`config.mk`:
```
export PLATFORM = sky130hd
export DESIGN_NAME = i2s_playback_ctrl
export DESIGN_NICKNAME = d
export VERILOG_FILES = /design/src/rtl/fpga_template_pkg.sv /design/src/rtl/i2s_sample_fifo2.sv /design/src/rtl/i2s_playback_ctrl.sv
export SDC_FILE = /design/constraint.sdc
export NUM_CORES = 1
export LEC_CHECK = 0
export BUFFER_PORTS_ARGS = -buffer_cell sky130_fd_sc_hd__buf_2
export CAP_MARGIN = 20
export CORE_UTILIZATION = 45
export CTS_CLUSTER_SIZE = 8
export DETAILED_ROUTE_END_ITERATION = 7
export MAX_ROUTING_LAYER = met4
export PLACE_DENSITY = 0.72
export SYNTH_ARGS = -nofsm -noshare
export SYNTH_HDL_FRONTEND = slang
export SYNTH_HIERARCHICAL = 1
export SYNTH_SLANG_ARGS = --single-unit
export TNS_END_PERCENT = 1
```
`constraint.sdc`:
```
create_clock -name clk_i -period 8.9 [get_ports clk_i]
set_clock_uncertainty 0.05 [all_clocks]
set_input_delay 0.89 -clock clk_i [delete_from_list [all_inputs] [get_ports clk_i]]
set_output_delay 0.89 -clock clk_i [all_outputs]
set_load 0.05 [all_outputs]
```
`src/rtl/fpga_template_pkg.sv`:
```
// Shared state encoding and sizing constants for the I2S playback sequencer.
package fpga_template_pkg;

    typedef enum logic [1:0] {
        IDLE     = 2'd0,
        PREFETCH = 2'd1,
        RUN      = 2'd2,
        DRAIN    = 2'd3
    } play_state_e;

    localparam int FIFO_DEPTH = 2;
    localparam int DATA_W_DEF = 24;

endpackage

```
`src/rtl/i2s_sample_fifo2.sv`:
```
// Two-entry sample FIFO between RAM read returns and the I2S transmitter.
module i2s_sample_fifo2
    import fpga_template_pkg::*;
#(
    parameter int DATA_W = DATA_W_DEF
) (
    input  logic              clk_i,
    input  logic              rst_i,
    input  logic              flush_i,
    input  logic              push_i,
    input  logic              pop_i,
    input  logic [DATA_W-1:0] data_i,
    output logic [DATA_W-1:0] head_o,
    output logic [1:0]        count_o,
    output logic              full_o,
    output logic              empty_o
);

    logic [DATA_W-1:0] mem_q [FIFO_DEPTH];
    logic              wr_ptr_q, wr_ptr_d;
    logic              rd_ptr_q, rd_ptr_d;
    logic [1:0]        count_q, count_d;
    logic              do_push, do_pop;

    // A push into a full FIFO is only accepted when the head leaves in the same cycle.
    always_comb begin
        do_pop   = pop_i && (count_q != 2'd0);
        do_push  = push_i && ((count_q != 2'd2) || do_pop);
        wr_ptr_d = wr_ptr_q;
        rd_ptr_d = rd_ptr_q;
        count_d  = count_q;
        if (flush_i) begin
            wr_ptr_d = 1'b0;
            rd_ptr_d = 1'b0;
            count_d  = 2'd0;
        end else begin
            if (do_push) wr_ptr_d = ~wr_ptr_q;
            if (do_pop)  rd_ptr_d = ~rd_ptr_q;
            count_d = count_q + {1'b0, do_push} - {1'b0, do_pop};
        end
    end

    always_ff @(posedge clk_i) begin
        if (rst_i) begin
            for (int i = 0; i < FIFO_DEPTH; i++) mem_q[i] <= '0;
            wr_ptr_q <= 1'b0;
            rd_ptr_q <= 1'b0;
            count_q  <= 2'd0;
        end else begin
            if (do_push && !flush_i) mem_q[wr_ptr_q] <= data_i;
            wr_ptr_q <= wr_ptr_d;
            rd_ptr_q <= rd_ptr_d;
            count_q  <= count_d;
        end
    end

    assign head_o  = mem_q[rd_ptr_q];
    assign count_o = count_q;
    assign full_o  = (count_q == 2'd2);
    assign empty_o = (count_q == 2'd0);

endmodule

```
`src/rtl/i2s_playback_ctrl.sv`:
```
// Playback sequencer: walks a RAM window into a 2-entry buffer and feeds the I2S transmitter.
// Optional build macro I2S_PLAYBACK_MONO_DUP_EN presents each sample twice (left, right).
//
//   state    | meaning
//   IDLE     | waiting for start with a non-zero length
//   PREFETCH | filling the buffer before the transmitter is qualified
//   RUN      | streaming; buffer_ready_o high, reads keep the buffer topped up
//   DRAIN    | all reads issued, emptying the buffer before reporting done
module i2s_playback_ctrl
    import fpga_template_pkg::*;
#(
    parameter int DATA_W = DATA_W_DEF,
    parameter int ADDR_W = 10,
    parameter int CNT_W  = 16
) (
    input  logic              clk_i,
    input  logic              rst_i,
    input  logic              start_i,
    input  logic              stop_i,
    input  logic              loop_i,
    input  logic [ADDR_W-1:0] base_addr_i,
    input  logic [ADDR_W:0]   length_i,
    output logic              rd_en_o,
    output logic [ADDR_W-1:0] rd_addr_o,
    input  logic [DATA_W-1:0] rd_data_i,
    output logic [DATA_W-1:0] tx_data_o,
    output logic              tx_valid_o,
    input  logic              tx_ready_i,
    output logic              buffer_ready_o,
    output logic              busy_o,
    output logic              done_o,
    output logic [CNT_W-1:0]  sample_cnt_o
);

    localparam logic [ADDR_W:0] ONE = {{ADDR_W{1'b0}}, 1'b1};

    play_state_e       state_q, state_d;
    logic [ADDR_W-1:0] base_q, base_d;
    logic [ADDR_W:0]   len_q, len_d;
    logic              loop_q, loop_d;
    logic [ADDR_W:0]   offset_q, offset_d;
    logic [ADDR_W:0]   issued_q, issued_d;
    logic              inflight_q, inflight_d;
    logic [CNT_W-1:0]  cnt_q, cnt_d;

    logic              busy, tx_valid, xfer, pop, push, rd_en, flush, done;
    logic              start_acc, reads_left;
    logic [2:0]        count_next;
    logic [DATA_W-1:0] fifo_head;
    logic [1:0]        fifo_cnt;
    logic              fifo_full, fifo_empty;

`ifdef I2S_PLAYBACK_MONO_DUP_EN
    logic phase_q, phase_d;
`endif

    i2s_sample_fifo2 #(
        .DATA_W (DATA_W)
    ) u_fifo (
        .clk_i   (clk_i),
        .rst_i   (rst_i),
        .flush_i (flush),
        .push_i  (push),
        .pop_i   (pop),
        .data_i  (rd_data_i),
        .head_o  (fifo_head),
        .count_o (fifo_cnt),
        .full_o  (fifo_full),
        .empty_o (fifo_empty)
    );

    always_comb begin
        state_d    = state_q;
        base_d     = base_q;
        len_d      = len_q;
        loop_d     = loop_q;
        offset_d   = offset_q;
        issued_d   = issued_q;
        cnt_d      = cnt_q;
        inflight_d = 1'b0;
        flush      = 1'b0;
        done       = 1'b0;

        busy     = (state_q != IDLE);
        tx_valid = !fifo_empty && ((state_q == RUN) || (state_q == DRAIN));
        xfer     = tx_valid && tx_ready_i;
`ifdef I2S_PLAYBACK_MONO_DUP_EN
        phase_d = phase_q;
        pop     = xfer && phase_q;
        if (xfer) phase_d = ~phase_q;
`else
        pop = xfer;
`endif
        push       = inflight_q;
        reads_left = loop_q || (issued_q < len_q);
        // Buffered plus in-flight must stay below the FIFO depth.
        rd_en = ((state_q == PREFETCH) || (state_q == RUN)) && reads_left &&
                !fifo_full && !((fifo_cnt == 2'd1) && inflight_q);
        start_acc  = (state_q == IDLE) && start_i && !stop_i && (length_i != '0);
        count_next = {1'b0, fifo_cnt} + {2'b0, push} - {2'b0, pop};

        if (xfer && (cnt_q != '1)) cnt_d = cnt_q + CNT_W'(1);

        if (rd_en) begin
            inflight_d = 1'b1;
            if (loop_q && (offset_q == len_q - ONE)) offset_d = '0;
            else                                      offset_d = offset_q + ONE;
            if (!loop_q) issued_d = issued_q + ONE;
        end

        case (state_q)
            IDLE: begin
                if (start_acc) begin
                    state_d  = PREFETCH;
                    base_d   = base_addr_i;
                    len_d    = length_i;
                    loop_d   = loop_i;
                    offset_d = '0;
                    issued_d = '0;
                    cnt_d    = '0;
                end
            end
            PREFETCH: begin
                // Look at next-cycle occupancy so RUN begins as the buffer fills.
                if ((count_next == 3'd2) || ({{(ADDR_W-2){1'b0}}, count_next} == len_q))
                    state_d = RUN;
            end
            RUN: begin
                if (!loop_q && (issued_q == len_q)) state_d = DRAIN;
            end
            DRAIN: begin
                if (fifo_empty && !inflight_q) begin
                    state_d = IDLE;
                    done    = 1'b1;
                end
            end
            default: state_d = IDLE;
        endcase

        if (stop_i && busy) begin
            state_d    = IDLE;
            flush      = 1'b1;
            inflight_d = 1'b0;
            done       = 1'b1;
`ifdef I2S_PLAYBACK_MONO_DUP_EN
            phase_d    = 1'b0;
`endif
        end
`ifdef I2S_PLAYBACK_MONO_DUP_EN
        if (start_acc) phase_d = 1'b0;
`endif
    end

    always_ff @(posedge clk_i) begin
        if (rst_i) begin
            state_q    <= IDLE;
            base_q     <= '0;
            len_q      <= '0;
            loop_q     <= 1'b0;
            offset_q   <= '0;
            issued_q   <= '0;
            inflight_q <= 1'b0;
            cnt_q      <= '0;
        end else begin
            state_q    <= state_d;
            base_q     <= base_d;
            len_q      <= len_d;
            loop_q     <= loop_d;
            offset_q   <= offset_d;
            issued_q   <= issued_d;
            inflight_q <= inflight_d;
            cnt_q      <= cnt_d;
        end
    end

`ifdef I2S_PLAYBACK_MONO_DUP_EN
    always_ff @(posedge clk_i) begin
        if (rst_i) phase_q <= 1'b0;
        else       phase_q <= phase_d;
    end
`endif

    assign rd_en_o        = rd_en;
    assign rd_addr_o      = base_q + offset_q[ADDR_W-1:0];
    assign tx_data_o      = fifo_head;
    assign tx_valid_o     = tx_valid;
    assign buffer_ready_o = (state_q == RUN);
    assign busy_o         = busy;
    assign done_o         = done && !rst_i;
    assign sample_cnt_o   = cnt_q;

endmodule
```
==> key figures, run 1 <==
Worst setup path
  • Critical Path RT: 7960 ps
  • Slowest CP cell: a2111oi_0
  • Max stage delay on crit path: 640 ps
  • CP arrival: 3010 ps
  • CP cell instances: ha_1 -> a21o_1 -> a21oi_1 -> o21bai_1 -> a2111oi_0 -> o31ai_1 -> a21oi_1 -> xnor2_1 -> buf_2
  • Nature of the critical path startpoint: flop
  • Worst Setup End Kind: output pin
  • CP max FO: 6
  • Setup CP Type: flop to output pin
  • Crit-path most repeated cell: a21oi_1

Die
  • Initial core utilization: 46.4%
  • Die Span Y: 119 um
  • Die Footprint: 14200 um2
  • Row count: 42
  • IO Count: 106
  • Core ar.: 13300 um2
  • Die W: 119 um

Power
  • Static Leak: 3.28 nW
  • PD cells: 222 nW/um2
  • Tot Pwr: 1.64 mW
  • Max IR drop VDD: 0.126 mV

Yosys
  • Post-synthesis async set-or-reset flop share: 0%
  • Synth area leaders: edfxtp_1, dfxtp_1, xor2_1
  • Synthesized instance count: 605
  • Distinct cells, synth: 56
  • Synth area leader: edfxtp_1
  • Syn nets: 690
  • EDFF count, synth: 48
  • Most used DFF post-synth: dfxtp_1
  • Post-Syn Area: 6190 um2
  • Post-synth top area share: 23.3%
  • Synth Area per Inst: 10.2 um2
  • Flops & latches, synth: 116
  • Ys Warns: 6
  • Post-synthesis sequential area ratio: 45.3%

Timing
  • RSZ-0062 raised after global routing: no
  • Hold Fails Final Rpt: 0
  • Slew HR: 25.6%
  • Slew of the pin with the lowest slew margin: 1100 ps
  • Hold_ws: 462 ps
  • Fin. max-slew vios: 0
  • Period Utilization, post-route: 44.4%
  • Setup_tns: 0 ps
  • Setup WS post-layout: 4950 ps
  • Peak Freq: 253 MHz
  • Setup Viol. Count Final: 0
  • Min Tclk post-route: 3950 ps

Clocking
  • Hold_buf cts: 0
  • Clk slew on worst S/H paths: 50 ps
  • CTS sink cnt: 116
  • Resized cells post-CTS: 0
  • H-tree Lvls: 4
  • Post-CTS Setup Bufs: 0
  • Maximum clock path buffer count: 2
  • Clock Latency Late Sink: 420 ps
  • CTS tree: done
  • Root Buffer: clkbuf_16
  • CTS Buf Count: 17

Finish
  • Fillers: 1204
  • Synthesis-to-finish area growth: 19.5%
  • Fin util: 55.4%
  • Final Non-Filler Cells: 898
  • # nets final: 794
  • Final instance area: 7400 um2
  • Ant diodes: 0
  • Share of layout cells above drive strength 1: 26.2%

Drt
  • Drt pass-1 iters: 5
  • Drt drc: 0
  • WL per Instance: 14.8 um
  • DRT iter0 DRCs: 265
  • Via density: 5.22
  • Drt total wl: 13300 um
  • Vias: 4689
  • Antenna Violating Nets Remaining: 0

Placement
  • DPL Wire Length: 9450 um
  • IO buf count: 105
  • Placed cells: 865
  • Place WS: 5130 ps
  • GPL Wtd Cong: 0.836
  • Placed inst area: 6840 um2

GRT
  • Global-route track usage on met3: 4.55%
  • Grt total ovfl: 0
  • GR Util All Layers: 20.6%
  • GR Layer Usage met2: 32.7%
  • Largest net degree at the start of global routing: 32
  • Initial antenna violation count: 0
  • Vias in the first global route: 4657
  • First-pass GRT wire length: 22200 um
  • Busiest grt layer: met2
  • Met1 GRT Util: 25.2%

Flow run
  • Max cap viols: 0

Worst hold path
  • Min-delay worst type: flop to flop

Status
  • Run status: finished, final reports clean
synthesized netlist by cell type, types with 15 or more instances:
cell type,n
nand4_1,18
mux2_2,24
nand3_1,15
ha_1,32
edfxtp_1,48
dfxtp_1,68
a21oi_1,16
xnor2_1,21
and2_1,39
xor2_1,46
nor2_1,81
mux2i_1,21
inv_1,33
nand2_1,25
worst max-delay path, delay by kind of cell (launching register included):
kind	cells	cell delay (ps)
AOI/OAI and AO/OA	6	1480
xor gates and xnor gates	1	130
adders and majority gates	1	280
buffers and inverters	1	280
DFF	1	440
kinds of logic (layout without fill, tap and decap cells):
kind of cell	Yosys count	after routing	share of synthesized area [%]
fa+ha+maj	34	34	7.11
simple gates	235	235	20.4
xor+xnor	67	67	9.48
compound gates	53	53	6.00
buf+inv	55	172	3.94
mux	45	45	7.76
flops	116	116	45.3
routing by layer:
layer	part of all wire, %	vias up
met5	0	-
met4	2.0	0
met3	4.9	22
met2	47	133
met1	46	2224
li1	-	2310
state kept, by name, indices dropped and copies added (netlist names), 2 cells and up, named ones only:
signal,flops
base_q,10
issued_q,11
len_q,11
offset_q,11
sample_cnt_o,16
state_q,2
u_fifo/count_o,2
u_fifo/mem_q,48
layout make-up:
| type | count | area, um2 | area share (%) |
|---|---|---|---|
| timing repair buffer | 107 | 544 | 7.36 |
| clock inverter | 13 | 108 | 1.45 |
| multi-input combinational | 434 | 3160 | 42.7 |
| sequential | 116 | 2800 | 37.9 |
| inverter | 33 | 124 | 1.67 |
| tap | 176 | 220 | 2.98 |
| clock buffer | 19 | 443 | 5.99 |
power breakdown:
group	switching [mW]	total [mW]	internal, mW	leakage (nW)
logic	0.251	0.380	0.129	1.97
registers	0.0327	0.626	0.594	1.05
clock network	0.245	0.633	0.388	0.266
total	0.529	1.64	1.11	3.28
layout by cell type (no fill, tap or decap), drive strengths merged, types with 3 or more instances in the layout:
cell        n
o21bai      3
clkinvlp    4
or2         4
nor2b       4
xor2       46
nand4      18
clkbuf     19
nor3        6
nor4        3
nor2       82
buf       107
mux2i      21
and4        6
and3        7
xnor2      21
o21ai       7
ha         32
o21a        3
dfxtp      68
nand2      25
inv        36
and2       52
a31oi       4
mux2       24
o41ai       3
clkinv      5
a21oi      16
edfxtp     48
nor3b       4
nand3      15
worst paths after layout:
| kind | start | end | slack, ps | depth (start not counted) |
|---|---|---|---|---|
| min | base_q[7] | base_q[7] | 460 | 2 |
| max | offset_q[1] | rd_addr_o[9] | 4950 | 9 |
| max reg2reg | state_q[0] | state_q[0] | 5110 | 15 |
| min reg2reg | base_q[7] | base_q[7] | 460 | 2 |
Power figures use the tool's default switching activity.
==> inputs of run 2 (changes only) <==
--- a/config.mk
+++ b/config.mk
@@ -5,13 +5,14 @@
 export SDC_FILE = /design/constraint.sdc
 export NUM_CORES = 1
 export LEC_CHECK = 0
+export ABC_AREA = 1
 export BUFFER_PORTS_ARGS = -buffer_cell sky130_fd_sc_hd__buf_2
 export CAP_MARGIN = 20
 export CORE_UTILIZATION = 45
 export CTS_CLUSTER_SIZE = 8
 export DETAILED_ROUTE_END_ITERATION = 7
 export MAX_ROUTING_LAYER = met4
-export PLACE_DENSITY = 0.72
+export PLACE_DENSITY = 0.74
 export SYNTH_ARGS = -nofsm -noshare
 export SYNTH_HDL_FRONTEND = slang
 export SYNTH_HIERARCHICAL = 1
==> constraint.sdc (replaced) <==
create_clock -name clk_i -period 3.22 [get_ports clk_i]
set_clock_uncertainty 0.05 [all_clocks]
set_input_delay 0.322 -clock clk_i [delete_from_list [all_inputs] [get_ports clk_i]]
set_output_delay 0.322 -clock clk_i [all_outputs]
set_load 0.05 [all_outputs]
==> key figures, run 2 <==
Yosys
  • Post-Syn Area: 6690 um2 (+8.1%)
  • Syn nets: 889 (+29%)
  • Top cells by count, synth: nand2_1, nor2_1, inv_1
  • Flops & latches, synth: 116 (unchanged)
  • Synth area leader: edfxtp_1
  • Post-synth top area share: 21.5% (-1.7 points)
  • Count leader, synth: nand2_1
  • Distinct cells, synth: 49 (-13%)
  • EDFF count, synth: 48 (unchanged)
  • Ys Warns: 6 (unchanged)
  • Post-synthesis sequential area ratio: 41.9% (-3.4 points)
  • Synth Area per Inst: 8.32 um2 (-19%)
  • Post-synthesis async set-or-reset flop share: 0% (unchanged)
  • Most used DFF post-synth: dfxtp_1
  • Synthesized instance count: 804 (+33%)
  • Synth area leaders: edfxtp_1, dfxtp_1, nand2_1

Timing
  • Setup WS post-layout: 290 ps (-4660 ps)
  • Slew HR: 70.4% (+45 points)
  • Fin. max-slew vios: 0 (unchanged)
  • Hold_ws: 102 ps (-360 ps)
  • Min Tclk post-route: 2930 ps
  • Slew of the pin with the lowest slew margin: 443 ps (-660 ps)
  • Peak Freq: 341 MHz
  • Period Utilization, post-route: 91.0%
  • Setup_tns: 0 ps (unchanged)
  • RSZ-0062 raised after global routing: no
  • Hold Fails Final Rpt: 0 (unchanged)
  • Setup Viol. Count Final: 0 (unchanged)

GRT
  • First-pass GRT wire length: 23100 um (+4.2%)
  • GR Util All Layers: 20.3% (-0.23 points)
  • Initial antenna violation count: 0 (unchanged)
  • Grt total ovfl: 0 (unchanged)
  • Largest net degree at the start of global routing: 38 (+19%)
  • Vias in the first global route: 4961 (+6.5%)

Clocking
  • CTS tree: done
  • Clock Latency Late Sink: 410 ps (about the same)
  • Maximum clock path buffer count: 2 (unchanged)
  • Root Buffer: clkbuf_16
  • H-tree Lvls: 4 (unchanged)
  • Resized cells post-CTS: 0 (unchanged)
  • Clk slew on worst S/H paths: 60 ps (about the same)
  • Post-CTS Setup Bufs: 0 (unchanged)
  • CTS sink cnt: 116 (unchanged)
  • Hold_buf cts: 0 (unchanged)
  • CTS Buf Count: 17 (unchanged)

Worst setup path
  • CP max FO: 4 (-2)
  • Critical Path RT: 3520 ps (-4440 ps)
  • CP startpoint: state_q[0]
  • FF-to-FF Start: state_q[0]
  • Nature of the critical path startpoint: flop
  • Setup CP Type: flop to flop
  • Worst Setup End Kind: flop
  • CP arrival: 3230 ps (+220 ps)
  • R2R cell count: 16 (+1)

Power
  • PD cells: 679 nW/um2 (+210%)
  • Tot Pwr: 5.38 mW (+230%)
  • Max IR drop VDD: 0.462 mV (+270%)
  • Static Leak: 3.51 nW (+7.0%)

Drt
  • Antenna Violating Nets Remaining: 0 (unchanged)
  • Via density: 4.89 (-6.3%)
  • Drt pass-1 iters: 5 (unchanged)
  • Drt total wl: 14500 um (+8.4%)
  • Vias: 5450 (+16%)
  • DRT iter0 DRCs: 276 (+4.2%)
  • WL per Instance: 13.0 um (-13%)
  • Drt drc: 0 (unchanged)

Placement
  • IO buf count: 105 (unchanged)
  • DPL Wire Length: 10400 um (+9.7%)
  • GPL Wtd Cong: 0.874 (+4.6%)
  • Place WS: 237 ps (-4900 ps)

Worst hold path
  • Hold path depth: 3 (+1)
  • Min-delay worst type: primary input to flop
  • Hold path startpoint: base_addr_i[8]

Finish
  • Flip-flop count of the largest register after layout: 48 (unchanged)
  • Ant diodes: 0 (unchanged)
  • Fin util: 54.6% (-0.85 points)
  • Synthesis-to-finish area growth: 18.5%
  • Commonest non-fill, non-tap cell in the layout: nand2_1
  • Fillers: 1353 (+12%)
  • # nets final: 1002 (+26%)
  • Share of layout cells above drive strength 1: 25.6% (-0.59 points)
  • Top reg by flops: u_fifo/mem_q
  • Most frequent cells in the layout: nand2_1, nor2_1, buf_2

Die
  • Initial core utilization: 46.0% (-0.34 points)
  • Die Span Y: 124 um (+3.9%)
  • Row count: 44 (+4.8%)
  • Die W: 124 um (+3.9%)
  • Core ar.: 14500 um2 (+8.9%)
  • IO Count: 106 (unchanged)
  • Die Footprint: 15400 um2 (+7.9%)

Flow run
  • Max cap viols: 0 (unchanged)

Status
  • Run status: finished, final reports clean
## run 2: cell types whose count changed after synthesis, moves of 16 or more
cell and delta:
a21oi_1 +18, inv_1 +62, o21ai_0 +25, and2_1 -39
nor2_2 +32, nand3_1 +16, xor2_1 -19, nor2_1 +48
nand2_1 +110, mux2i_1 -21
## run 2: final timing paths
path	slack, ps	to
worst min register to register	440	flop
worst max-delay path	290	state_q[0]
worst max register to register	290	state_q[0]
worst min-delay path	100	base_q[8]
## run 2: kinds of logic after synthesis
group,synth area share (%)
buf+inv,7.80
mux,4.04
flops,41.9
simple gates,27.2
fa+ha+maj,6.58
xor+xnor,4.97
compound gates,7.52
## run 2: metrics by stage
step	instance area (um2)	std cells
2_1_floorplan	6690	804
3_3_place_gp	7360	1082
3_5_place_dp	7360	1082
4_1_cts	7930	1114
5_1_grt	7930	1114
6_report	7930	1114
## run 2: layer usage
metal | up-vias | GRT usage (%) | share of wire, %
met5 | - | - | 0
met4 | 0 | 7.14 | 1.3
met3 | 18 | 4.58 | 5.6
met2 | 140 | 32.4 | 47
met1 | 2462 | 25.4 | 46
li1 | 2830 | - | -
## run 2: layout make-up
cell class	count	area [um2]	area share (%)
Multi-Input combinational cell	568	3370	42.5
Tap cell	184	230	2.90
Sequential cell	116	2800	35.3
Clock inverter	15	140	1.77
Clock buffer	17	425	5.36
Timing Repair Buffer	111	571	7.19
Inverter	103	389	4.91
## run 2: critical path: stages, from the launching register on
cell and delay, ps:
dfxtp_1 360, inv_1 100, ha_1 260, nor2_2 190, nor3b_4 70, ha_1 300, inv_1 50, ha_1 120
inv_1 50, fa_1 510, xor2_1 150, nand4_1 100, o21bai_1 240, nand2_1 130, nand2_1 70, inv_1 40
nor2_1 80
## run 2: report_power, final
part           total (mW)  internal (mW)  switching, mW
Combinational        1.77          0.522           1.25
Clock                1.79           1.13          0.669
Sequential           1.82           1.70          0.124
Total                5.38           3.34           2.04
